### src/rtl/pipe_seq_ctrl_if.sv
// Handshake bundle between the pipeline datapath/hazard unit and the
// sequencing controller. The master side is the datapath, the slave side
// is pipe_seq_ctrl.
interface pipe_seq_ctrl_if #(
  parameter int ADDR_WIDTH = 32
);
  logic                  i_stall_req;
  logic                  i_irq;
  logic                  i_irq_en;
  logic                  i_eret_de;
  logic [ADDR_WIDTH-1:0] i_pc_de;

  logic                  o_pc_en;
  logic                  o_fd_en;
  logic                  o_fd_flush;
  logic                  o_de_flush;
  logic [1:0]            o_pc_sel;
  logic [ADDR_WIDTH-1:0] o_epc;
  logic                  o_epc_we;
  logic                  o_int_ack;
  logic                  o_in_isr;
  logic [15:0]           o_stall_cnt;

  modport master (
    output i_stall_req, i_irq, i_irq_en, i_eret_de, i_pc_de,
    input  o_pc_en, o_fd_en, o_fd_flush, o_de_flush, o_pc_sel,
           o_epc, o_epc_we, o_int_ack, o_in_isr, o_stall_cnt
  );

  modport slave (
    input  i_stall_req, i_irq, i_irq_en, i_eret_de, i_pc_de,
    output o_pc_en, o_fd_en, o_fd_flush, o_de_flush, o_pc_sel,
           o_epc, o_epc_we, o_int_ack, o_in_isr, o_stall_cnt
  );
endinterface

### src/rtl/pipe_seq_ctrl.sv
// Pipeline sequencing controller: handles hazard stalls, drains the back end
// before taking an interrupt or returning from one (ERET), and redirects the
// PC to the interrupt vector or the saved EPC. Stall/redirect controls are
// combinational from state and inputs so a stall takes effect the same cycle.
module pipe_seq_ctrl #(
  parameter int ADDR_WIDTH   = 32,
  parameter int DRAIN_CYCLES = 3
) (
  input  logic       i_clk,
  input  logic       i_rst,
  pipe_seq_ctrl_if.slave io_bus
);

  typedef enum logic [1:0] {
    ST_RUN    = 2'd0,
    ST_DRAIN  = 2'd1,
    ST_TRAP   = 2'd2,
    ST_RETURN = 2'd3
  } state_t;

  localparam logic       KIND_IRQ  = 1'b0;
  localparam logic       KIND_ERET = 1'b1;
  localparam logic [3:0] DRAIN_LOAD = 4'(DRAIN_CYCLES);

  state_t                r_state;
  logic [3:0]            r_drain_cnt;
  logic                  r_kind;
  logic [ADDR_WIDTH-1:0] r_epc;
  logic                  r_in_isr;
  logic [15:0]           r_stall_cnt;

  logic       w_eret_ev;
  logic       w_irq_ev;
  logic       w_pc_en;
  logic       w_fd_en;
  logic       w_fd_flush;
  logic       w_de_flush;
  logic [1:0] w_pc_sel;
  logic       w_epc_we;
  logic       w_int_ack;

  // Cycle counter that sticks at all-ones instead of wrapping.
  function automatic logic [15:0] sat_inc16(input logic [15:0] v);
    return (v == 16'hFFFF) ? v : v + 16'd1;
  endfunction

  // ERET only counts inside a handler; an ERET in decode also masks the
  // interrupt so ERET wins when both arrive together.
  assign w_eret_ev = (r_state == ST_RUN) && io_bus.i_eret_de && r_in_isr;
  assign w_irq_ev  = (r_state == ST_RUN) && io_bus.i_irq && io_bus.i_irq_en &&
                     !r_in_isr && !io_bus.i_eret_de;

  // Decode pipeline control from the current state and this cycle's inputs.
  always_comb begin
    w_pc_en    = 1'b1;
    w_fd_en    = 1'b1;
    w_fd_flush = 1'b0;
    w_de_flush = 1'b0;
    w_pc_sel   = 2'b00;
    w_epc_we   = 1'b0;
    w_int_ack  = 1'b0;
    if (i_rst) begin
      w_pc_en    = 1'b0;
      w_fd_en    = 1'b0;
      w_fd_flush = 1'b1;
      w_de_flush = 1'b1;
    end else begin
      case (r_state)
        ST_RUN: begin
          if (w_eret_ev || w_irq_ev || io_bus.i_stall_req) begin
            w_pc_en    = 1'b0;
            w_fd_en    = 1'b0;
            w_de_flush = 1'b1;
          end
        end
        ST_DRAIN: begin
          w_pc_en    = 1'b0;
          w_fd_en    = 1'b0;
          w_de_flush = 1'b1;
        end
        ST_TRAP: begin
          w_pc_sel   = 2'b01;
          w_fd_flush = 1'b1;
          w_de_flush = 1'b1;
          w_epc_we   = 1'b1;
          w_int_ack  = 1'b1;
        end
        ST_RETURN: begin
          w_pc_sel   = 2'b10;
          w_fd_flush = 1'b1;
          w_de_flush = 1'b1;
        end
        default: begin
          w_pc_en = 1'b0;
          w_fd_en = 1'b0;
        end
      endcase
    end
  end

  // Sequencing FSM: RUN -> DRAIN (DRAIN_CYCLES cycles) -> TRAP/RETURN -> RUN.
  always_ff @(posedge i_clk) begin
    if (i_rst) begin
      r_state     <= ST_RUN;
      r_drain_cnt <= 4'd0;
      r_kind      <= KIND_IRQ;
      r_epc       <= '0;
      r_in_isr    <= 1'b0;
    end else begin
      case (r_state)
        ST_RUN: begin
          if (w_eret_ev) begin
            r_drain_cnt <= DRAIN_LOAD;
            r_kind      <= KIND_ERET;
            r_state     <= ST_DRAIN;
          end else if (w_irq_ev) begin
            r_drain_cnt <= DRAIN_LOAD;
            r_kind      <= KIND_IRQ;
            r_epc       <= io_bus.i_pc_de;
            r_state     <= ST_DRAIN;
          end
        end
        ST_DRAIN: begin
          r_drain_cnt <= r_drain_cnt - 4'd1;
          if (r_drain_cnt == 4'd1) begin
            r_state <= (r_kind == KIND_ERET) ? ST_RETURN : ST_TRAP;
          end
        end
        ST_TRAP: begin
          r_in_isr <= 1'b1;
          r_state  <= ST_RUN;
        end
        ST_RETURN: begin
          r_in_isr <= 1'b0;
          r_state  <= ST_RUN;
        end
        default: r_state <= ST_RUN;
      endcase
    end
  end

  // Count every non-reset cycle in which the PC is held.
  always_ff @(posedge i_clk) begin
    if (i_rst) begin
      r_stall_cnt <= 16'd0;
    end else if (!w_pc_en) begin
      r_stall_cnt <= sat_inc16(r_stall_cnt);
    end
  end

  assign io_bus.o_pc_en     = w_pc_en;
  assign io_bus.o_fd_en     = w_fd_en;
  assign io_bus.o_fd_flush  = w_fd_flush;
  assign io_bus.o_de_flush  = w_de_flush;
  assign io_bus.o_pc_sel    = w_pc_sel;
  assign io_bus.o_epc       = r_epc;
  assign io_bus.o_epc_we    = w_epc_we;
  assign io_bus.o_int_ack   = w_int_ack;
  assign io_bus.o_in_isr    = r_in_isr;
  assign io_bus.o_stall_cnt = r_stall_cnt;

endmodule

### src/flat_wrapper.sv
// flat-port wrapper written by rule: the top's interface ports become plain ports
module pipe_seq_ctrl_flat 
#(
  parameter int ADDR_WIDTH   = 32,
  parameter int DRAIN_CYCLES = 3
)
  (i_clk, i_rst, io_bus_i_stall_req, io_bus_i_irq, io_bus_i_irq_en, io_bus_i_eret_de, io_bus_i_pc_de, io_bus_o_pc_en, io_bus_o_fd_en, io_bus_o_fd_flush, io_bus_o_de_flush, io_bus_o_pc_sel, io_bus_o_epc, io_bus_o_epc_we, io_bus_o_int_ack, io_bus_o_in_isr, io_bus_o_stall_cnt);
  pipe_seq_ctrl_if #(.ADDR_WIDTH(ADDR_WIDTH)) io_bus_i ();
  input  logic i_clk;
  input  logic i_rst;
  input wire logic [$bits(io_bus_i.i_stall_req)-1:0] io_bus_i_stall_req;
  input wire logic [$bits(io_bus_i.i_irq)-1:0] io_bus_i_irq;
  input wire logic [$bits(io_bus_i.i_irq_en)-1:0] io_bus_i_irq_en;
  input wire logic [$bits(io_bus_i.i_eret_de)-1:0] io_bus_i_eret_de;
  input wire logic [$bits(io_bus_i.i_pc_de)-1:0] io_bus_i_pc_de;
  output wire logic [$bits(io_bus_i.o_pc_en)-1:0] io_bus_o_pc_en;
  output wire logic [$bits(io_bus_i.o_fd_en)-1:0] io_bus_o_fd_en;
  output wire logic [$bits(io_bus_i.o_fd_flush)-1:0] io_bus_o_fd_flush;
  output wire logic [$bits(io_bus_i.o_de_flush)-1:0] io_bus_o_de_flush;
  output wire logic [$bits(io_bus_i.o_pc_sel)-1:0] io_bus_o_pc_sel;
  output wire logic [$bits(io_bus_i.o_epc)-1:0] io_bus_o_epc;
  output wire logic [$bits(io_bus_i.o_epc_we)-1:0] io_bus_o_epc_we;
  output wire logic [$bits(io_bus_i.o_int_ack)-1:0] io_bus_o_int_ack;
  output wire logic [$bits(io_bus_i.o_in_isr)-1:0] io_bus_o_in_isr;
  output wire logic [$bits(io_bus_i.o_stall_cnt)-1:0] io_bus_o_stall_cnt;
  assign io_bus_i.i_stall_req = io_bus_i_stall_req;
  assign io_bus_i.i_irq = io_bus_i_irq;
  assign io_bus_i.i_irq_en = io_bus_i_irq_en;
  assign io_bus_i.i_eret_de = io_bus_i_eret_de;
  assign io_bus_i.i_pc_de = io_bus_i_pc_de;
  assign io_bus_o_pc_en = io_bus_i.o_pc_en;
  assign io_bus_o_fd_en = io_bus_i.o_fd_en;
  assign io_bus_o_fd_flush = io_bus_i.o_fd_flush;
  assign io_bus_o_de_flush = io_bus_i.o_de_flush;
  assign io_bus_o_pc_sel = io_bus_i.o_pc_sel;
  assign io_bus_o_epc = io_bus_i.o_epc;
  assign io_bus_o_epc_we = io_bus_i.o_epc_we;
  assign io_bus_o_int_ack = io_bus_i.o_int_ack;
  assign io_bus_o_in_isr = io_bus_i.o_in_isr;
  assign io_bus_o_stall_cnt = io_bus_i.o_stall_cnt;
  pipe_seq_ctrl #(.ADDR_WIDTH(ADDR_WIDTH), .DRAIN_CYCLES(DRAIN_CYCLES)) u_core (.i_clk(i_clk), .i_rst(i_rst), .io_bus(io_bus_i));
endmodule
### config.mk
export PLATFORM = sky130hd
export DESIGN_NAME = pipe_seq_ctrl_flat
export DESIGN_NICKNAME = d
export VERILOG_FILES = /design/src/rtl/pipe_seq_ctrl_if.sv /design/src/rtl/pipe_seq_ctrl.sv /design/src/flat_wrapper.sv
export SDC_FILE = /design/constraint.sdc
export NUM_CORES = 1
export LEC_CHECK = 0
export BUFFER_PORTS_ARGS = -buffer_cell sky130_fd_sc_hd__buf_2
export CAP_MARGIN = 0
export CORE_MARGIN = 8
export CORE_UTILIZATION = 40
export DETAILED_ROUTE_END_ITERATION = 8
export PLACE_DENSITY = 0.68
export REMOVE_ABC_BUFFERS = 1
export SLEW_MARGIN = 30
export SYNTH_ARGS = -nofsm -noshare
export SYNTH_HDL_FRONTEND = slang
export SYNTH_SLANG_ARGS = --single-unit
### constraint.sdc
create_clock -name i_clk -period 2.6 [get_ports i_clk]
set_input_delay 0.52 -clock i_clk [delete_from_list [all_inputs] [get_ports i_clk]]
set_output_delay 0.52 -clock i_clk [all_outputs]
set_load 0.05 [all_outputs]
# After elaboration in Yosys (flattened, before gate mapping)
# Index checks and enable logic that the tools add are counted.
word_totals:
  regBits: 56
  latchBits: 0
  mem_bits_rw: 0
  mem_bits_ro: 0
  in_bits: 38
  out_inout_bits: 57
  word_cells: 62
  memories: 0
op_classes:
  add_sub_neg: 2
  n_mul: 0
  n_div: 0
  magnitude_cmp: 0
  n_eq_ne: 7
  shifts: 0
  mux: 23
  bitwise: 3
  reduce_logical: 21
ops:
  columns: ["op", "count"]
  rows:
  - ["adder 16 x 1 -> 16 bit (second input constant)", 1]
  - ["equality test 16 bit (second input constant)", 1]
  - ["2-to-1 mux 1 bit", 11]
  - ["2-to-1 mux 2 bit", 4]
  - ["2-to-1 mux 4 bit", 2]
  - ["one-hot mux 4 bit (2 select lines)", 1]
  - ["AND reduction 2 bit", 4]
  - ["logical AND 1 bit", 6]
  - ["one-hot mux 1 bit (2 select lines)", 3]
  - ["one-hot mux 2 bit (3 select lines)", 1]
  - ["nonzero test 2 bit", 3]
  - ["equality test 2 bit (second input constant)", 2]
  - ["equality test 4 x 1 -> 1 bit (second input constant)", 1]
  - ["one-hot mux 2 bit (2 select lines)", 1]
  - ["subtractor 4 x 1 -> 4 bit (second input constant)", 1]
  - ["inequality test 3 x 1 -> 1 bit (second input constant)", 1]
  - ["inverter 1 bit", 3]
  - ["AND reduction 3 bit", 1]
  - ["OR reduction 3 bit", 1]
  - ["equality test 2 x 1 -> 1 bit (second input constant)", 1]
  - ["logical NOT 1 bit", 2]
  - ["logical NOT 2 bit", 1]
  - ["logical OR 1 bit", 2]
  - ["inequality test 2 x 1 -> 1 bit (second input constant)", 1]
  - ["OR reduction 2 bit", 1]

# Longest topological paths before layout
logic_depth:
  word_depth: 12
  ltp_mapped: 7
  ltp_nobuf: 5

# Worst setup path after synthesis
# OpenSTA, ideal clock, no wires.
synth_path:
  path_kind: "input to output"
  startpoint: "input port i_rst"
  endpoint: "output port io_bus_o_int_ack"
  arrival_ns: 2.424
  required_ns: 2.080
  slack_ns: -0.344
  path_stages: 3
  path_buffers: 2
  cell_sequence: "clkbuf_1 nor3b_1 buf_4"
synth_via:
  elab_chain_len: 1
synth_lines:
  columns: ["item", "line", "rtl"]
  rows:
  - ["start: declaration", "flat_wrapper.sv:10", "input logic i_rst;"]
  - ["2-to-1 mux 1 bit", null, null]
  - ["end: declaration", "flat_wrapper.sv:23", "output wire logic [$bits(io_bus_i.o_int_ack)-1:0] io_bus_o_int_ack;"]
# No other way between the ends.

# Final worst setup path
layout_path:
  startpoint: "register u_core.r_state[0]"
  endpoint: "output port io_bus_o_pc_en"
layout_via:
  elab_chain_len: 10
  word_cells_on_any_way: 13
  cone_classes: "eq/ne: 1; mux: 3; reduce/logical: 9"
layout_lines:
  columns: ["item", "line", "rtl"]
  rows:
  - ["start: declaration", "pipe_seq_ctrl.sv:25", "state_t r_state;"]
  - ["start signal: assignment", "pipe_seq_ctrl.sv:126", "r_state <= (r_kind == KIND_ERET) ? ST_RETURN : ST_TRAP;"]
  - ["logical NOT 2 bit", "pipe_seq_ctrl.sv:49, pipe_seq_ctrl.sv:50, pipe_seq_ctrl.sv:68", null]
  - ["logical AND 1 bit (3 in a row)", "pipe_seq_ctrl.sv:50", "assign w_irq_ev = (r_state == ST_RUN) && io_bus.i_irq && io_bus.i_irq_en &&"]
  - ["logical AND 1 bit", "pipe_seq_ctrl.sv:51", "!r_in_isr && !io_bus.i_eret_de;"]
  - ["logical OR 1 bit (2 in a row)", "pipe_seq_ctrl.sv:70", "if (w_eret_ev || w_irq_ev || io_bus.i_stall_req) begin"]
  - ["2-to-1 mux 1 bit", "pipe_seq_ctrl.sv:70", null]
  - ["one-hot mux 1 bit (2 select lines) (*)", "pipe_seq_ctrl.sv:68", "case (r_state)"]
  - ["2-to-1 mux 1 bit (*)", "pipe_seq_ctrl.sv:62", "if (i_rst) begin"]
  - ["end: declaration", "flat_wrapper.sv:16", "output wire logic [$bits(io_bus_i.o_pc_en)-1:0] io_bus_o_pc_en;"]
# Every way passes the cells marked *; elsewhere a longest branch is shown, timed or not.

==> out/metrics.yaml <==
track_usage_pct: 14.3
die_x_um: 94.1
outcome: "completed"
ys_seq_area_share_pct: 46.0
maxCapViolations: 0
endpoint_kind: "output pin"
wl_met2_um: 3200
setup_tns_ns: 0
clockRootBuffer: "clkbuf_8"
final-hold-violation-count: 0
rsz0062_at_grt: "no"
cp.depth: 3
irDropWorstVdd_v: 0.000267
first_iter_violations: 110
r2r_start: "u_core.io_bus.o_stall_cnt[0]$_SDFFE_PP0P_"
postCtsResizedCells: 0
worstSkewPairLatency_ns: 0.31
htree_levels: 2
yosys_most_used_dff: "dfxtp_1"
nFillCells: 589
critical_path.startpoint_type: "flip-flop"
cts.clk_slew.worst_paths_ns: 0.10
nets: 417
dp.cells: 444
tightest_slew_ns: 0.590
grt_pass1_wl_um: 10500
n_antenna_cell: 0
drive_gt1_share_pct: 31.3
antenna_found_initial: 0
vias: 2307
ys_seq_elements: 56
cp.required_ns: 2.08
first_pass_iters: 4
yosys.area.top_type: "dfxtp_1"
fin_worst_skew_ns: 0.00719
first_global_vias: 2188
p_leak_uw: 0.00134
synth.top_cell.area_share_pct: 46.0
period_share_pct: 90.7
fin_crit_ns: 2.36
hold_depth: 3
cts_setup_buffers: 0
overflow: 0
power.density_nw_per_um2: 544
areaGrowthSynthToFinish_pct: 23.9
holdBufCountCts: 0
die_y_um: 94.1
holdWs_ns: 0.437
worstHoldStart: "io_bus_i_pc_de[26]"
floorplan.rows: 28
synthArstFlopShare_pct: 0
num_io_pins: 95
top_layer_used: "met4"
synthCells: 293
min_path_type: "primary input to flip-flop"
max_freq_mhz: 424
cts.sinks: 56
crit_chain: "a21oi_1, a32o_2, buf_2"
worstRegToRegCells: 5
critPathMaxStageDelay_ns: 0.52
gp_congestion: 0.741
synth-edff-count: 0
core_area_um2: 5920
path_max_fanout: 23
start_util_pct: 41.2
post-dp-hpwl_um: 4630
viasPerCell: 5.10
setup_viol: 0
drc: 0
avgSynthCellArea_um2: 8.32
slowest_stage: "a32o_2"
synth_warnings: 0
cts_made_buffers: 5
fp.dieArea_um2: 8850
holdPathEnd: "u_core.io_bus.o_epc[26]$_SDFFE_PP0P_"
cp_num_buf_inv: 1
cp.arrival_ns: 1.84
synth_area_leaders: "dfxtp_1 46%, nand2_1 11%, a21oi_1 8.4%"
clockBufferDepth: 2
cts_tree: "done"
grt_max_degree: 51
rrSetupSlack_ns: 0.50
worstSetupPathType: "flip-flop to output pin"
stdcell_count: 452
syn-cell-area_um2: 2440
antenna_left: 0
r2r-end: "u_core.io_bus.o_stall_cnt[14]$_SDFFE_PP0P_"
wl_met3_um: 303
drv_slew: 0
drt-total-wl_um: 6370
drt-wirelength-per-cell_um: 14.1
crit_family: "compound AO/OA/AOI/OAI gates"
io_buffers: 94
synth_cell_types: 44
max-slew-margin-rel_pct: 60.4
wl_met1_um: 2800
## final cells by class
| class | instances | area, um^2 | area share (%) |
|---|---|---|---|
| Multi-Input combinational cell | 208 | 1180 | 39.1 |
| Sequential cell | 56 | 1120 | 37.1 |
| Timing Repair Buffer | 100 | 515 | 17.1 |
| Tap cell | 75 | 93.8 | 3.11 |
| Clock buffer | 6 | 72.6 | 2.40 |
| Inverter | 5 | 18.8 | 0.622 |
| Clock inverter | 2 | 16.3 | 0.539 |
## how the worst max path moves through the flow
| stage | startpoint | endpoint | slack [ns] |
|---|---|---|---|
| floorplan | i_rst | io_bus_o_epc_we | -1.73 |
| global placement | io_bus_i_eret_de | io_bus_o_pc_en | 0.37 |
| detailed placement | io_bus_i_eret_de | io_bus_o_pc_en | 0.35 |
| CTS | u_core.r_state[0]$_SDFFE_PP0P_ | io_bus_o_pc_en | 0.25 |
| global route | u_core.r_state[0]$_SDFFE_PP0P_ | io_bus_o_fd_en | 0.05 |
| finish | u_core.r_state[0]$_SDFFE_PP0P_ | io_bus_o_pc_en | 0.24 |
## flip-flops by register name (all words and copies together) (netlist names)
name and cells:
u_core.r_drain_cnt 4, u_core.io_bus.o_in_isr 1, u_core.io_bus.o_epc 32, u_core.r_kind 1
u_core.r_state 2, u_core.io_bus.o_stall_cnt 16
## per-stage QoR
stage,util [%],area (um^2),setup WS (ns),power [uW]
after floorplan,-,2320,-1.73,1090
after global placement,49.5,2930,0.375,1190
after detailed placement,49.5,2930,0.351,1190
after CTS,51.0,3020,0.249,1670
after global routing,51.0,3020,0.0507,1720
final,51.0,3020,0.241,1640
## per-layer routing
metal  vias to the layer above  global-route usage (%)
met5                         -                       0
met4                         0                    4.36
met3                         5                    3.36
met2                        48                    24.3
met1                      1066                    17.4
li1                       1188                       -
## worst register-to-register path: stages, from the launching register on
cell	delay (ns)
dfxtp_1	0.39
ha_1	0.29
nand4_2	0.21
nor4_4	0.63
nor4_1	0.14
mux2_1	0.33
## where the power goes
part           internal, uW  total [uW]  switching (uW)
Clock                   192         473             280
Sequential              885         905            20.2
Combinational          82.4         264             182
## cell usage after synthesis (2+ instances only)
cell      number
nor3_1         3
a21o_1         2
mux2_2         4
nand2_1       70
nor2_1        15
nand4_1        7
nand3_1        7
buf_4          6
and3_1         2
o21ai_0        2
dfxtp_1       56
a22oi_1        2
o31ai_1        6
and2_1         3
nor4_1         6
clkbuf_1      15
ha_1           3
inv_1          5
a21oi_1       41
nor2b_1        7
or4_1          6
mux2_1         3
## cells by family (layout without fill, tap and decap cells)
logic type	after synthesis	count (layout)	share of synthesized area [%]
buf+inv	29	113	5.75
mux	8	8	3.64
fa+ha+maj	3	3	1.54
simple gates	135	135	27.8
compound gates	62	62	15.2
flops	56	56	46.0
## cells in the final DEF, fill, tap and decap left out, drive strengths merged, types with 6 or more instances in the layout
master and instances:
o31ai 6, nand4 8, nand3 7, or4 6, nand2 70, nor4 7, buf 100, nor2b 7
nor2 15, mux2 7, a21oi 41, dfxtp 56, clkbuf 6
Note: power is estimated with default switching activity, not from simulation.
